==> config.mk <==
export PLATFORM = sky130hd
export DESIGN_NAME = srt_div_sched_flat
export DESIGN_NICKNAME = d
export VERILOG_FILES = /design/src/rtl/srt_div_sched_pkg.sv /design/src/rtl/srt_div_sched_if.sv /design/src/rtl/srt_div_sched_step.sv /design/src/rtl/srt_div_sched.sv /design/src/flat_wrapper.sv
export SDC_FILE = /design/constraint.sdc
export NUM_CORES = 1
export LEC_CHECK = 0
export ABC_AREA = 1
export CAP_MARGIN = 20
export CORE_ASPECT_RATIO = 1.25
export CORE_UTILIZATION = 43
export DETAILED_ROUTE_END_ITERATION = 7
export GPL_TIMING_DRIVEN = 0
export PLACE_DENSITY_LB_ADDON = 0.2
export SYNTH_ARGS = -nofsm -noshare
export SYNTH_HDL_FRONTEND = slang
export SYNTH_SLANG_ARGS = --single-unit
==> constraint.sdc <==
create_clock -name clk -period 2.45 [get_ports clk]
set_clock_uncertainty 0.1 [all_clocks]
set_input_delay 0.735 -clock clk [delete_from_list [all_inputs] [get_ports clk]]
set_output_delay 0.735 -clock clk [all_outputs]
set_load 0.03 [all_outputs]
==> src/rtl/srt_div_sched_pkg.sv <==
// Shared widths, FSM state encoding and the leading-zero helper for the
// two-requester SRT radix-2 divider scheduler.
package srt_pkg;

    localparam int N_REQ = 2;
    localparam int W     = 8;
    localparam int LZW   = $clog2(W);
    localparam int CNTW  = $clog2(W);

    typedef enum logic [2:0] {
        IDLE,
        NORM,
        ITER,
        FIX,
        DONE
    } state_e;

    // Highest set bit wins; a zero divisor yields 0 and is handled separately.
    function automatic logic [LZW-1:0] lzCount(input logic [W-1:0] v);
        logic [LZW-1:0] n;
        n = '0;
        for (int i = 0; i < W; i++) begin
            if (v[i]) n = LZW'(W - 1 - i);
        end
        return n;
    endfunction

endpackage

==> src/rtl/srt_div_sched_if.sv <==
// Request/response bundle between the requesters and the shared divider.
interface srt_div_sched_if;
    import srt_pkg::*;

    logic [N_REQ-1:0]   req_valid;
    logic [N_REQ-1:0]   req_ready;
    logic [N_REQ*W-1:0] req_dividend;
    logic [N_REQ*W-1:0] req_divisor;
    logic               rsp_valid;
    logic               rsp_ready;
    logic               rsp_id;
    logic [W-1:0]       rsp_quotient;
    logic [W:0]         rsp_remainder;
    logic               rsp_dbz;

    modport master (
        output req_valid, req_dividend, req_divisor, rsp_ready,
        input  req_ready, rsp_valid, rsp_id, rsp_quotient, rsp_remainder, rsp_dbz
    );

    modport slave (
        input  req_valid, req_dividend, req_divisor, rsp_ready,
        output req_ready, rsp_valid, rsp_id, rsp_quotient, rsp_remainder, rsp_dbz
    );

endinterface

==> src/rtl/srt_div_sched_step.sv <==
// One SRT radix-2 step on the {P,A} register: decode the top three bits of P,
// shift, and add or subtract the normalised divisor.
module srt_div_step
    import srt_pkg::*;
(
    input  logic [2*W:0] pa_i,
    input  logic [W:0]   b_i,
    output logic [2*W:0] pa_o,
    output logic         qPos_o,
    output logic         qNeg_o
);

    logic [2*W:0] shifted;
    logic [W:0]   pHi;

    // P stays in [-B, B), so modulo-2^(W+1) add/sub after the shift is exact.
    always_comb begin
        shifted = pa_i << 1;
        pHi     = shifted[2*W:W];
        pa_o    = shifted;
        qPos_o  = 1'b0;
        qNeg_o  = 1'b0;
        if (pa_i[2*W:2*W-2] == 3'b000 || pa_i[2*W:2*W-2] == 3'b111) begin
            pa_o = shifted;
        end else if (pa_i[2*W]) begin
            pa_o   = {pHi + b_i, shifted[W-1:0]};
            qNeg_o = 1'b1;
        end else begin
            pa_o   = {pHi - b_i, shifted[W-1:0]};
            qPos_o = 1'b1;
        end
    end

endmodule

==> src/rtl/srt_div_sched.sv <==
// Round-robin scheduler in front of one multi-cycle SRT radix-2 divider
// shared by two requesters; one operation in flight at a time.
module srt_div_sched #(
    parameter int N_REQ = srt_pkg::N_REQ,
    parameter int W     = srt_pkg::W
) (
    input  logic            clk,
    input  logic            rst_n,
    srt_div_sched_if.slave  bus
);
    import srt_pkg::*;

    state_e          state_q;
    logic            lastGrant_q;
    logic            rspId_q;
    logic [W:0]      b_q;
    logic [2*W:0]    pa_q;
    logic [W-1:0]    qPos_q;
    logic [W-1:0]    qNeg_q;
    logic [LZW-1:0]  lz_q;
    logic [CNTW-1:0] cnt_q;
    logic            rspValid_q;
    logic            rspDbz_q;
    logic [W-1:0]    rspQuot_q;
    logic [W:0]      rspRem_q;

    logic [N_REQ-1:0] grant;
    logic [W-1:0]     dvdSel;
    logic [W-1:0]     dvsSel;
    logic [LZW-1:0]   lzDiv;
    logic [2*W:0]     paStep;
    logic             stepPos;
    logic             stepNeg;
    logic [W-1:0]     qFix;
    logic [W:0]       pFix;
    logic [W:0]       remFix;

    // Requester 0 wins ties unless it was the last one served.
    always_comb begin
        grant = '0;
        if (state_q == IDLE && rst_n) begin
            if (bus.req_valid[0] && (!bus.req_valid[1] || lastGrant_q)) begin
                grant[0] = 1'b1;
            end else if (bus.req_valid[1]) begin
                grant[1] = 1'b1;
            end
        end
    end

    assign dvdSel = grant[1] ? bus.req_dividend[W +: W] : bus.req_dividend[0 +: W];
    assign dvsSel = grant[1] ? bus.req_divisor[W +: W]  : bus.req_divisor[0 +: W];
    assign lzDiv  = lzCount(b_q[W-1:0]);

    srt_div_step u_step (
        .pa_i   (pa_q),
        .b_i    (b_q),
        .pa_o   (paStep),
        .qPos_o (stepPos),
        .qNeg_o (stepNeg)
    );

    // A negative final remainder means the signed-digit quotient overshot by one.
    always_comb begin
        qFix = qPos_q - qNeg_q;
        pFix = pa_q[2*W:W];
        if (pFix[W]) begin
            pFix = pFix + b_q;
            qFix = qFix - 1'b1;
        end
        remFix = pFix >> lz_q;
    end

    always_ff @(posedge clk) begin
        if (!rst_n) begin
            state_q     <= IDLE;
            lastGrant_q <= 1'b1;
            rspId_q     <= 1'b0;
            b_q         <= '0;
            pa_q        <= '0;
            qPos_q      <= '0;
            qNeg_q      <= '0;
            lz_q        <= '0;
            cnt_q       <= '0;
            rspValid_q  <= 1'b0;
            rspDbz_q    <= 1'b0;
            rspQuot_q   <= '0;
            rspRem_q    <= '0;
        end else begin
            case (state_q)
                IDLE: begin
                    if (|grant) begin
                        rspId_q     <= grant[1];
                        lastGrant_q <= grant[1];
                        b_q         <= {1'b0, dvsSel};
                        pa_q        <= {{(W+1){1'b0}}, dvdSel};
                        qPos_q      <= '0;
                        qNeg_q      <= '0;
                        cnt_q       <= '0;
                        state_q     <= NORM;
                    end
                end
                NORM: begin
                    if (b_q == '0) begin
                        rspQuot_q <= '1;
                        rspRem_q  <= {1'b0, pa_q[W-1:0]};
                        rspDbz_q  <= 1'b1;
                        state_q   <= DONE;
                    end else begin
                        b_q     <= b_q << lzDiv;
                        pa_q    <= pa_q << lzDiv;
                        lz_q    <= lzDiv;
                        state_q <= ITER;
                    end
                end
                ITER: begin
                    pa_q   <= paStep;
                    qPos_q <= {qPos_q[W-2:0], stepPos};
                    qNeg_q <= {qNeg_q[W-2:0], stepNeg};
                    cnt_q  <= cnt_q + 1'b1;
                    if (cnt_q == CNTW'(W - 1)) state_q <= FIX;
                end
                FIX: begin
                    rspQuot_q <= qFix;
                    rspRem_q  <= remFix;
                    rspDbz_q  <= 1'b0;
                    state_q   <= DONE;
                end
                DONE: begin
                    if (!rspValid_q) begin
                        rspValid_q <= 1'b1;
                    end else if (bus.rsp_ready) begin
                        rspValid_q <= 1'b0;
                        state_q    <= IDLE;
                    end
                end
                default: state_q <= IDLE;
            endcase
        end
    end

    assign bus.req_ready     = grant;
    assign bus.rsp_valid     = rspValid_q;
    assign bus.rsp_id        = rspId_q;
    assign bus.rsp_quotient  = rspQuot_q;
    assign bus.rsp_remainder = rspRem_q;
    assign bus.rsp_dbz       = rspDbz_q;

endmodule

==> src/flat_wrapper.sv <==
// flat-port wrapper written by rule: the top's interface ports become plain ports
module srt_div_sched_flat import srt_pkg::*;
#(
    parameter int N_REQ = srt_pkg::N_REQ,
    parameter int W     = srt_pkg::W
)
  (clk, rst_n, bus_req_valid, bus_req_dividend, bus_req_divisor, bus_rsp_ready, bus_req_ready, bus_rsp_valid, bus_rsp_id, bus_rsp_quotient, bus_rsp_remainder, bus_rsp_dbz);
  srt_div_sched_if bus_i ();
  input  logic clk;
  input  logic rst_n;
  input wire logic [$bits(bus_i.req_valid)-1:0] bus_req_valid;
  input wire logic [$bits(bus_i.req_dividend)-1:0] bus_req_dividend;
  input wire logic [$bits(bus_i.req_divisor)-1:0] bus_req_divisor;
  input wire logic [$bits(bus_i.rsp_ready)-1:0] bus_rsp_ready;
  output wire logic [$bits(bus_i.req_ready)-1:0] bus_req_ready;
  output wire logic [$bits(bus_i.rsp_valid)-1:0] bus_rsp_valid;
  output wire logic [$bits(bus_i.rsp_id)-1:0] bus_rsp_id;
  output wire logic [$bits(bus_i.rsp_quotient)-1:0] bus_rsp_quotient;
  output wire logic [$bits(bus_i.rsp_remainder)-1:0] bus_rsp_remainder;
  output wire logic [$bits(bus_i.rsp_dbz)-1:0] bus_rsp_dbz;
  assign bus_i.req_valid = bus_req_valid;
  assign bus_i.req_dividend = bus_req_dividend;
  assign bus_i.req_divisor = bus_req_divisor;
  assign bus_i.rsp_ready = bus_rsp_ready;
  assign bus_req_ready = bus_i.req_ready;
  assign bus_rsp_valid = bus_i.rsp_valid;
  assign bus_rsp_id = bus_i.rsp_id;
  assign bus_rsp_quotient = bus_i.rsp_quotient;
  assign bus_rsp_remainder = bus_i.rsp_remainder;
  assign bus_rsp_dbz = bus_i.rsp_dbz;
  srt_div_sched #(.N_REQ(N_REQ), .W(W)) u_core (.clk(clk), .rst_n(rst_n), .bus(bus_i));
endmodule
==> results of run 1 <==
-- synthesized netlist by cell type (all sizes together) --
master / number / share of area [%]
fa: 3 / 1.1
a211oi: 5 / 0.66
dfxtp: 72 / 25
a21o: 1 / 0.13
mux2i: 1 / 0.18
nor2: 72 / 5.0
xor2: 12 / 1.8
a31oi: 13 / 1.4
nand4: 9 / 0.99
clkbuf: 17 / 1.1
inv: 112 / 7.4
nand2: 194 / 13
clkinv: 5 / 0.33
nor3: 11 / 1.5
buf: 24 / 2.6
nand3b: 3 / 0.39
o21bai: 2 / 0.26
o2111ai: 2 / 0.31
xnor2: 5 / 0.77
o22ai: 7 / 0.77
nand3: 97 / 8.8
o211ai: 15 / 2.0
o32ai: 1 / 0.15
o21ai: 101 / 8.8
ha: 30 / 6.6
a221oi: 1 / 0.26
a21boi: 1 / 0.13
o221ai: 3 / 0.46
or2: 9 / 0.99
a21oi: 79 / 7.0
-- how the worst min path moves through the flow --
stage,to,slack (ps),cells past startpoint
after global placement,u_core.bus.rsp_remainder[8],360,2
after global routing,u_core.bus.rsp_remainder[8],390,2
after detailed placement,u_core.bus.rsp_remainder[8],360,2
final,u_core.bus.rsp_remainder[8],370,2
after floorplan,u_core.cnt_q[0],330,1
after CTS,u_core.bus.rsp_remainder[8],370,2
-- timing repair --
item / 4_1_cts / 5_1_grt
setup buffers: 10 / 3
pin swaps: 4 / 19
gates resized for setup: 50 / 72
endpoints found under the setup margin: 26 / 26
-- sequential cells by signal, summed over array words and instances, names as in the netlist --
register,flops
u_core.b_q,9
u_core.bus.rsp_dbz,1
u_core.bus.rsp_id,1
u_core.bus.rsp_quotient,8
u_core.bus.rsp_remainder,9
u_core.bus.rsp_valid,1
u_core.cnt_q,3
u_core.lastGrant_q,1
u_core.lz_q,3
u_core.pa_q,17
u_core.qNeg_q,8
u_core.qPos_q,8
u_core.state_q,3
-- report_power, final --
part           leakage [nW]  internal (mW)  total [mW]  switching (mW)
sequential            0.593           1.47        1.81           0.338
clock                 0.155          0.914        1.45           0.535
combinational          2.40           2.41        6.63            4.22
total                  3.15           4.80        9.89            5.10
-- cell families after synthesis --
| logic type | Yosys count | synth area share (%) |
|---|---|---|
| flip-flops | 72 | 25.2 |
| AND/OR/NAND/NOR | 395 | 30.6 |
| buffers and inverters | 158 | 11.4 |
| multiplexers | 1 | 0.175 |
| adder cells (fa/ha/maj) | 33 | 7.62 |
| XOR/XNOR | 17 | 2.61 |
| AO/OA/AOI/OAI | 231 | 22.4 |
-- cells in the final DEF, fill, tap and decap left out, types with 5 or more instances in the layout --
master,netlist,final
nor2_1,66,60
a211oi_1,5,5
a21oi_1,78,73
dfxtp_1,72,63
a31oi_1,13,13
clkbuf_16,0,9
nand2_1,190,186
o22ai_1,7,7
a21oi_2,1,5
buf_4,1,14
nand3_1,95,88
nand3_2,1,8
buf_2,19,15
nor3_4,2,5
inv_2,13,14
buf_6,4,8
o211ai_1,15,15
nor2_2,6,8
nand4_1,9,9
clkbuf_1,17,15
o21ai_1,8,16
xor2_1,12,9
inv_1,99,94
or2_2,8,7
clkdlybuf4s50_1,0,53
o21ai_0,93,83
nand2_2,4,7
nor3_1,7,5
dfxtp_4,0,7
ha_1,30,24
-- metal layers --
layer,wire length [um],vias up,global-route usage [%]
met5,0,-,0
met4,1090,0,17.8
met3,1060,64,4.02
met2,9240,225,49.8
met1,7680,2931,31.4
li1,-,3203,-
-- through the flow --
stage | TNS [ps] | util, % | worst slack [ps]
CTS | 0 | 54.3 | 13.8
global placement | -9360 | 50.6 | -1030
detailed placement | -9770 | 50.6 | -1040
global route | -315 | 56.4 | -137
floorplan | 0 | - | 27.9
finish | -4.55 | 56.4 | -4.55
-- critical path, stage by stage (launching register included) --
cell      delay, ps
dfxtp_4         390
nor3_4          210
nand2_2          80
o21ai_2         120
xor2_1          200
ha_1            300
inv_1           110
o21bai_1        100
nand3_1         120
nand3_2         100
xnor2_1         160
nand2_1          70
nand3_1          80
nand3_2         100
nand2_1          70
inv_1            30
-- layout make-up --
cell class	instances	area [um^2]	area share, %
clock inverters	5	81.3	1.12
repair buffers	70	669	9.24
inverters	117	459	6.34
plain buffers	39	229	3.16
well taps	168	210	2.90
multi-input cells	677	3880	53.6
flip-flops and latches	72	1470	20.3
clock buffers	10	239	3.30
==> impl_metrics.csv, run 1 <==
group,metric,value,unit
run_status,status,"finished, violations left",
run_status,violations,"setup timing",
route,drc,0,
cells_and_area,final_nets,1056,
setup_path,endpoint,"u_core.pa_q[16]",
cells_and_area,fin_cells,1158,
cts,clock_sinks,72,
setup_path,critical_path_required,2590,ps
route,drtAntennaViolNets,0,
cells_and_area,n_fill_cell,1262,
route,firstDrtPassIters,5,
cells_and_area,drive_gt1_share,14.8,%
pwr,power-per-cell-area,1370,nW/um^2
setup_path,path_class,"reg -> reg",
setup_path,startpoint,"u_core.b_q[0]",
timing,fmax,0.407,GHz
setup_path,r2r-start,"u_core.b_q[0]",
timing,min_period,2450,ps
floorplanning,die_y,131,um
setup_path,cp_data_arrival_time,2590,ps
setup_path,ff2ff_path_depth,15,
placed_design,placed_area,6490,um^2
pwr,finalPower,9.89,mW
route,vias,6423,
global_route,grt_pass1_wl,29700,um
setup_path,regToRegSetupSlack,-5,ps
floorplanning,initial_core_util,44.5,%
synth,synth_warnings,0,
cells_and_area,layout.cell_area.non_filler,7240,um^2
placed_design,detailed_place_hpwl,14400,um
timing,fin_hold_ws,371,ps
setup_path,end_kind,"flop",
cells_and_area,area_growth,26.8,%
setup_path,reg2reg_to,"u_core.pa_q[16]",
global_route,gr-usage-all-layers,27.9,%
cts,cts_tree,"done",
pwr,vdd_drop_max,895,uV
timing,finalCritPeriodShare,100,%
synth,mappedNetlistNets,977,
cts,cts_max_path_buffers,2,
setup_path,worstSetupStartpointType,"flop",
timing,grt_setup_unrepaired,"yes",
global_route,grt_start_max_net_pins,19,
floorplanning,dieArea,13800,um^2
timing,maxSlewHeadroom,52.5,%
synth,postSynthAreaPerCell,6.30,um^2
floorplanning,rows,46,
hold_path,hold_path_class,"reg -> reg",
cts,cts_inserted_buffers,9,
floorplanning,core_area,12800,um^2
cts,clk_pin_slew,60,ps
synth,syn_inst,907,
floorplanning,io_pins,59,
cts,hold_buffers,0,
pwr,leakage,3.15,nW
global_route,antenna_found_initial,0,
timing,finalHoldViolCount,0,
placed_design,dp_cells,1132,
global_route,grt_pass1_vias,5998,
setup_path,cp_max_fo,6,
hold_path,worstHoldStart,"u_core.bus.rsp_remainder[8]",
cts,root_buffer,"clkbuf_16",
timing,worst_pin_slew,713,ps
cells_and_area,antennaDiodeCount,0,
timing,worst_slack,-4.55,ps
route,wirelength,19100,um
synth,synth_seq_cells,72,
cts,clock_latency,340,ps
run,drv_cap,0,
placed_design,gp_congestion,1.02,
placed_design,numPortBuffers,57,
synth,yosysSeqAreaShare,25.2,%
cts,h-tree-depth,3,
synth,synth_cell_types,42,
floorplanning,die_x,105,um
route,drt_iter0_drc,535,
route,viasPerCell,5.55,
route,wl_per_cell,16.5,um
timing,drv_slew,0,
timing,setup_violations,1,
synth,synthesis.area,5710,um^2
global_route,grt_overflow_total,0,
Note: power is estimated with default switching activity, not from simulation.
==> inputs of run 2 (changes only) <==
--- a/config.mk
+++ b/config.mk
@@ -11,7 +11,9 @@
 export CORE_UTILIZATION = 43
 export DETAILED_ROUTE_END_ITERATION = 7
 export GPL_TIMING_DRIVEN = 0
+export HOLD_SLACK_MARGIN = 0.03
 export PLACE_DENSITY_LB_ADDON = 0.2
+export SLEW_MARGIN = 10
 export SYNTH_ARGS = -nofsm -noshare
 export SYNTH_HDL_FRONTEND = slang
 export SYNTH_SLANG_ARGS = --single-unit
==> constraint.sdc (replaced) <==
create_clock -name clk -period 2.1 [get_ports clk]
set_clock_uncertainty 0.1 [all_clocks]
set_input_delay 0.63 -clock clk [delete_from_list [all_inputs] [get_ports clk]]
set_output_delay 0.63 -clock clk [all_outputs]
set_load 0.03 [all_outputs]
==> run 2 against run 1 <==
The run still ends with setup timing left. Register-to-register slack worse by 310 ps. Critical path depth did not move. Wire length is 10% higher. Critical endpoint unchanged. Cell count is 4.7% higher. Clock-buffer cell count is 3 higher. Global-route usage increased by 2.2 points. Via count is 5.4% higher. Critical path type unchanged. Core utilization rose by 8.6 points.
==> impl_metrics.csv, run 2 (synthesis gave the netlist of run 1 again) <==
group,metric,value,unit
timing,grt_setup_unrepaired,"yes",
global_route,grt_overflow_total,0,
cells_and_area,drive_gt1_share,29.0,%
placed_design,gp_congestion,0.953,
timing,fmax,0.414,GHz
run_status,violations,"setup timing",
cells_and_area,n_fill_cell,1118,
pwr,p_sw,6.85,mW
route,wirelength,21100,um
floorplanning,die_x,105,um
pwr,clkPwrFrac,11.8,%
route,firstDrtPassIters,5,
setup_path,max_stage_delay,380,ps
timing,finalHoldViolCount,0,
setup_path,end_kind,"flop",
hold_path,hold_path_class,"reg -> reg",
floorplanning,initial_core_util,44.5,%
placed_design,dpl_worst_slack,-1110,ps
cts,cts_tree,"done",
cts,hold_buffers,0,
global_route,gr-usage-all-layers,30.0,%
placed_design,placed_area,6610,um^2
cells_and_area,final_nets,1110,
pwr,power-per-cell-area,1620,nW/um^2
cells_and_area,final_common_cell,"nand2_1",
placed_design,numPortBuffers,57,
cells_and_area,largest_register,"u_core.pa_q",
route,vias,6768,
floorplanning,dieArea,13800,um^2
pwr,power.share.switching,50.7,%
timing,drv_slew,0,
setup_path,path_class,"reg -> reg",
cts,clock_sinks,72,
cells_and_area,final_util,65.1,%
cts,clk_pin_slew,60,ps
route,drt_iter0_drc,474,
route,viasPerCell,5.58,
placed_design,dp_cells,1132,
floorplanning,rows,46,
timing,finalCritPeriodShare,115,%
route,drc,0,
cells_and_area,layout.cell_area.non_filler,8350,um^2
pwr,pwr-share-seq,15.9,%
cells_and_area,area_growth,46.2,%
pwr,p_comb_share,72.3,%
setup_path,worstSetupStartpointType,"flop",
setup_path,crit_top_cell,"nand2_1",
run,drv_cap,0,
global_route,grt_pass1_wl,31900,um
cts,cts_max_path_buffers,2,
timing,worst_slack,-318,ps
global_route,grt_pass1_vias,6308,
cts,cts_inserted_buffers,9,
setup_path,cp_cell_sequence,"nor3_4 > nand2_2 > o21ai_2 > xor2_1 > ha_1 > nand2_1 > inv_1 > nand4_1 > nand3_2 > xnor2_1 > nand2_1 > nand3_1 > nand3_2 > nand2_1 > inv_1",
timing,setup_violations,22,
cts,clock_latency,340,ps
floorplanning,die_y,131,um
cts,root_buffer,"clkbuf_16",
timing,worst_pin_slew,823,ps
pwr,vdd_drop_max,873,uV
global_route,grt_start_max_net_pins,13,
route,wl_per_cell,17.4,um
pwr,leakage,3.81,nW
timing,tns,-3050,ps
timing,min_period,2420,ps
setup_path,cp_data_arrival_time,2560,ps
setup_path,critical-path-slowest-cell,"dfxtp_4",
pwr,p_int,6.67,mW
timing,maxSlewHeadroom,45.2,%
cells_and_area,largest_reg_flops,17,
cts,h-tree-depth,3,
setup_path,critical_path_required,2240,ps
cells_and_area,antennaDiodeCount,0,
placed_design,detailed_place_hpwl,14700,um
floorplanning,core_area,12800,um^2
floorplanning,io_pins,59,
setup_path,cp_max_fo,5,
route,drtAntennaViolNets,0,
global_route,antenna_found_initial,0,
cells_and_area,fin_cells,1213,
cells_and_area,most-common-layout-cells,"165 x nand2_1, 86 x inv_1, 71 x nand3_1, 68 x o21ai_0, 63 x a21oi_1",
run_status,status,"finished, violations left",
==> run 2: changes by cell type in the layout (fill, tap and decap cells not counted), sizes merged, moves of 5 or more <==
cell | previous run | this run
clkdlybuf4s50 | 53 | 39
clkbuf | 26 | 31
dlymetal6s2s | 0 | 11
buf | 38 | 91
==> run 2: repair_timing <==
| action | CTS | global route |
|---|---|---|
| setup buffers | 39 | 29 |
| gates resized for setup | 135 | 160 |
| endpoints found under the setup margin | 60 | 70 |
| gates cloned | 0 | 4 |
| pin swaps | 66 | 61 |
==> run 2: area by class of cell <==
type | instances | area [um^2] | area share, %
Buffer | 39 | 310 | 3.72
Inverter | 117 | 488 | 5.84
Tap cell | 168 | 210 | 2.52
Timing Repair Buffer | 123 | 1170 | 14.1
Clock inverter | 3 | 21.3 | 0.255
Multi-Input combinational cell | 678 | 4370 | 52.3
Clock buffer | 13 | 292 | 3.49
Sequential cell | 72 | 1490 | 17.8
==> run 2: per-stage QoR <==
step,total power [mW],hold slack (ps)
2_1_floorplan,7.10,333
3_3_place_gp,8.98,352
3_5_place_dp,9.00,356
4_1_cts,11.7,367
5_1_grt,14.4,386
6_report,13.5,360
==> run 2: worst max-delay path: cells and delay by family, from the launching register on <==
family | cells | cell delay [ps]
and+or+nand+nor | 9 | 950
DFF | 1 | 380
xor gates and xnor gates | 2 | 360
adders and majority gates | 1 | 320
AOI/OAI and AO/OA | 1 | 130
buffers and inverters | 2 | 80
==> run 2: per-layer routing <==
metal,track usage [%],vias to the layer above,part of all wire (%),wire length (um)
li1,-,3311,-,-
met1,33.9,3142,40,8460
met2,53.6,236,48,10200
met3,3.72,79,5.1,1070
met4,20.3,0,6.3,1330
met5,0,-,0,0
==> run 2: worst paths after layout <==
check,startpoint,to,slack (ps),depth (start not counted)
worst max-delay path,u_core.b_q[0],u_core.pa_q[16],-320,15
worst max register to register,u_core.b_q[0],u_core.pa_q[16],-320,15
worst min-delay path,u_core.cnt_q[0],u_core.cnt_q[0],360,1
worst min register to register,u_core.cnt_q[0],u_core.cnt_q[0],360,1
==> run 2: power by group through the flow <==
stage	logic, mW	clock network [mW]	registers [mW]
after floorplan	4.97	0	2.13
final	9.77	1.60	2.14
after CTS	8.03	1.61	2.10
after global routing	10.6	1.67	2.18
after global placement	6.89	0	2.10
after detailed placement	6.90	0	2.10
==> inputs of run 3 (changes only) <==
--- a/config.mk
+++ b/config.mk
@@ -6,13 +6,12 @@
 export NUM_CORES = 1
 export LEC_CHECK = 0
 export ABC_AREA = 1
-export CAP_MARGIN = 20
 export CORE_ASPECT_RATIO = 1.25
 export CORE_UTILIZATION = 43
 export DETAILED_ROUTE_END_ITERATION = 7
 export GPL_TIMING_DRIVEN = 0
 export HOLD_SLACK_MARGIN = 0.03
-export PLACE_DENSITY_LB_ADDON = 0.2
+export PLACE_DENSITY_LB_ADDON = 0.25
 export SLEW_MARGIN = 10
 export SYNTH_ARGS = -nofsm -noshare
 export SYNTH_HDL_FRONTEND = slang
==> run 3 against run 2 <==
The run still ends with setup timing left. Via count increased by 2.5%. Largest power group unchanged. Largest cell class unchanged. Cell count increased by 1.2%. Flip-flop and latch count unchanged. Non-clock buffer count increased by 15. First-iteration DRC count increased by 30%. Sequential power about the same. Cell area increased by 3.0%. Core utilization increased by 2.0 points. Sequential share of layout area decreased by 0.60 points. Critical path depth increased by 1. Wire length increased by 2.8%. Highest routed layer unchanged. Fmax increased by 0.38%.
==> impl_metrics.csv, run 3 (synthesis gave the netlist of run 1 again) <==
group,metric,value,unit
run_status,status,"finished, violations left",
run_status,violations,"setup timing",
timing,tns,-3920,ps
cells_and_area,most-common-layout-cells,"158 x nand2_1, 87 x inv_1, 68 x buf_4, 61 x o21ai_0, 59 x a21oi_1",
global_route,grt_pass1_vias,6299,
hold_path,worstHoldStart,"u_core.bus.rsp_valid",
timing,finalHoldViolCount,0,
cts,clock_sinks,72,
timing,fin_hold_ws,375,ps
setup_path,end_kind,"flop",
timing,setup_violations,31,
floorplanning,dieArea,13800,um^2
cts,clk_pin_slew,60,ps
setup_path,critical_path_required,2240,ps
setup_path,cp_cell_sequence,"inv_4 > ha_4 > nand3_2 > nand2_1 > xor2_1 > ha_2 > nand2_1 > inv_1 > nand4_1 > nand3_2 > xnor2_2 > o21ai_1 > nand2_1 > nand3_1 > nand2_1 > inv_1",
setup_path,startpoint,"u_core.b_q[0]",
cells_and_area,final_common_cell,"nand2_1",
setup_path,reg2reg_to,"u_core.pa_q[15]",
route,vias,6934,
pwr,vdd_drop_max,903,uV
setup_path,cp_data_arrival_time,2550,ps
run,drv_cap,0,
setup_path,regToRegSetupSlack,-310,ps
cts,cts_inserted_buffers,9,
floorplanning,die_x,105,um
route,wirelength,21700,um
global_route,gr-usage-all-layers,29.6,%
global_route,grt_overflow_total,0,
route,firstDrtPassIters,5,
timing,maxSlewHeadroom,46.2,%
timing,worst_pin_slew,807,ps
cells_and_area,final_util,67.0,%
setup_path,crit_top_cell,"nand2_1",
placed_design,placed_area,6610,um^2
cells_and_area,largest_register,"u_core.pa_q",
route,drt_iter0_drc,616,
setup_path,cp_max_fo,6,
global_route,grt_start_max_net_pins,14,
cells_and_area,antennaDiodeCount,0,
cells_and_area,layout.cell_area.non_filler,8600,um^2
timing,drv_slew,0,
floorplanning,die_y,131,um
pwr,power-per-cell-area,1660,nW/um^2
route,drc,0,
cts,cts_tree,"done",
setup_path,r2r-start,"u_core.b_q[0]",
cts,cts_max_path_buffers,2,
placed_design,numPortBuffers,57,
cells_and_area,drive_gt1_share,32.1,%
pwr,finalPower,14.3,mW
floorplanning,rows,46,
timing,min_period,2410,ps
route,drtAntennaViolNets,0,
pwr,leakage,3.88,nW
global_route,grt_pass1_wl,31500,um
timing,fmax,0.415,GHz
cts,clock_latency,340,ps
setup_path,max_stage_delay,370,ps
setup_path,critical-path-slowest-cell,"dfxtp_4",
cells_and_area,n_fill_cell,1096,
setup_path,path_class,"reg -> reg",
setup_path,worstSetupStartpointType,"flop",
cts,root_buffer,"clkbuf_16",
timing,grt_setup_unrepaired,"yes",
route,viasPerCell,5.65,
setup_path,endpoint,"u_core.pa_q[15]",
global_route,antenna_found_initial,0,
floorplanning,initial_core_util,44.5,%
cells_and_area,area_growth,50.6,%
hold_path,hold_path_class,"reg -> reg",
placed_design,gp_congestion,0.987,
timing,worst_slack,-308,ps
floorplanning,core_area,12800,um^2
cts,h-tree-depth,3,
route,wl_per_cell,17.6,um
setup_path,ff2ff_path_depth,16,
cells_and_area,final_nets,1125,
placed_design,detailed_place_hpwl,14600,um
cells_and_area,largest_reg_flops,17,
timing,finalCritPeriodShare,115,%
floorplanning,io_pins,59,
run 3: layout make-up:
type / count / area, um^2 / area share [%]
multi-input combinational: 678 / 4520 / 52.5
tap: 168 / 210 / 2.44
timing repair buffer: 138 / 1290 / 15.0
inverter: 117 / 472 / 5.48
sequential: 72 / 1480 / 17.2
clock buffer: 11 / 254 / 2.95
buffer: 39 / 310 / 3.61
clock inverter: 5 / 62.6 / 0.727
run 3: through the flow:
stage	worst slack, ps	std cells
floorplan	-24.5	907
CTS	-244	1184
global placement	-1110	1132
finish	-308	1228
global route	-441	1228
detailed placement	-1120	1132
run 3: where the power goes:
part | switching, mW | total, mW | internal, mW
Combinational | 6.12 | 10.5 | 4.36
Clock | 0.658 | 1.66 | 1.00
Sequential | 0.411 | 2.14 | 1.73
run 3: layer usage:
layer  GRT usage [%]  vias to the layer above  share of wire [%]
met1            33.2                     3205                 38
met2            53.9                      292                 50
met3            2.98                       89                6.0
met5               0                        -                  0
li1                -                     3348                  -
met4            19.4                        0                6.1
run 3: worst min path at each step:
stage | end | cells past startpoint
floorplan | u_core.cnt_q[0] | 1
global placement | u_core.bus.rsp_remainder[8] | 2
detailed placement | u_core.bus.rsp_remainder[8] | 2
CTS | u_core.bus.rsp_remainder[8] | 2
global route | u_core.bus.rsp_valid | 2
finish | u_core.bus.rsp_valid | 2
run 3: worst max-delay path, delay by kind of cell, from the launching register on:
family | cells | cell delay, ps
simple gates | 8 | 660
fa+ha+maj | 2 | 510
xor+xnor | 2 | 390
flops | 1 | 370
buf+inv | 3 | 190
compound gates | 1 | 80
run 3: timing repair:
item                                    CTS  global route
gates resized for setup                 171           161
cloned                                    0             4
endpoints found under the setup margin   60            68
setup buffers                            38            45
endpoints found under the hold margin     0             0
pin swaps                                61            75
hold buffers                              0             0
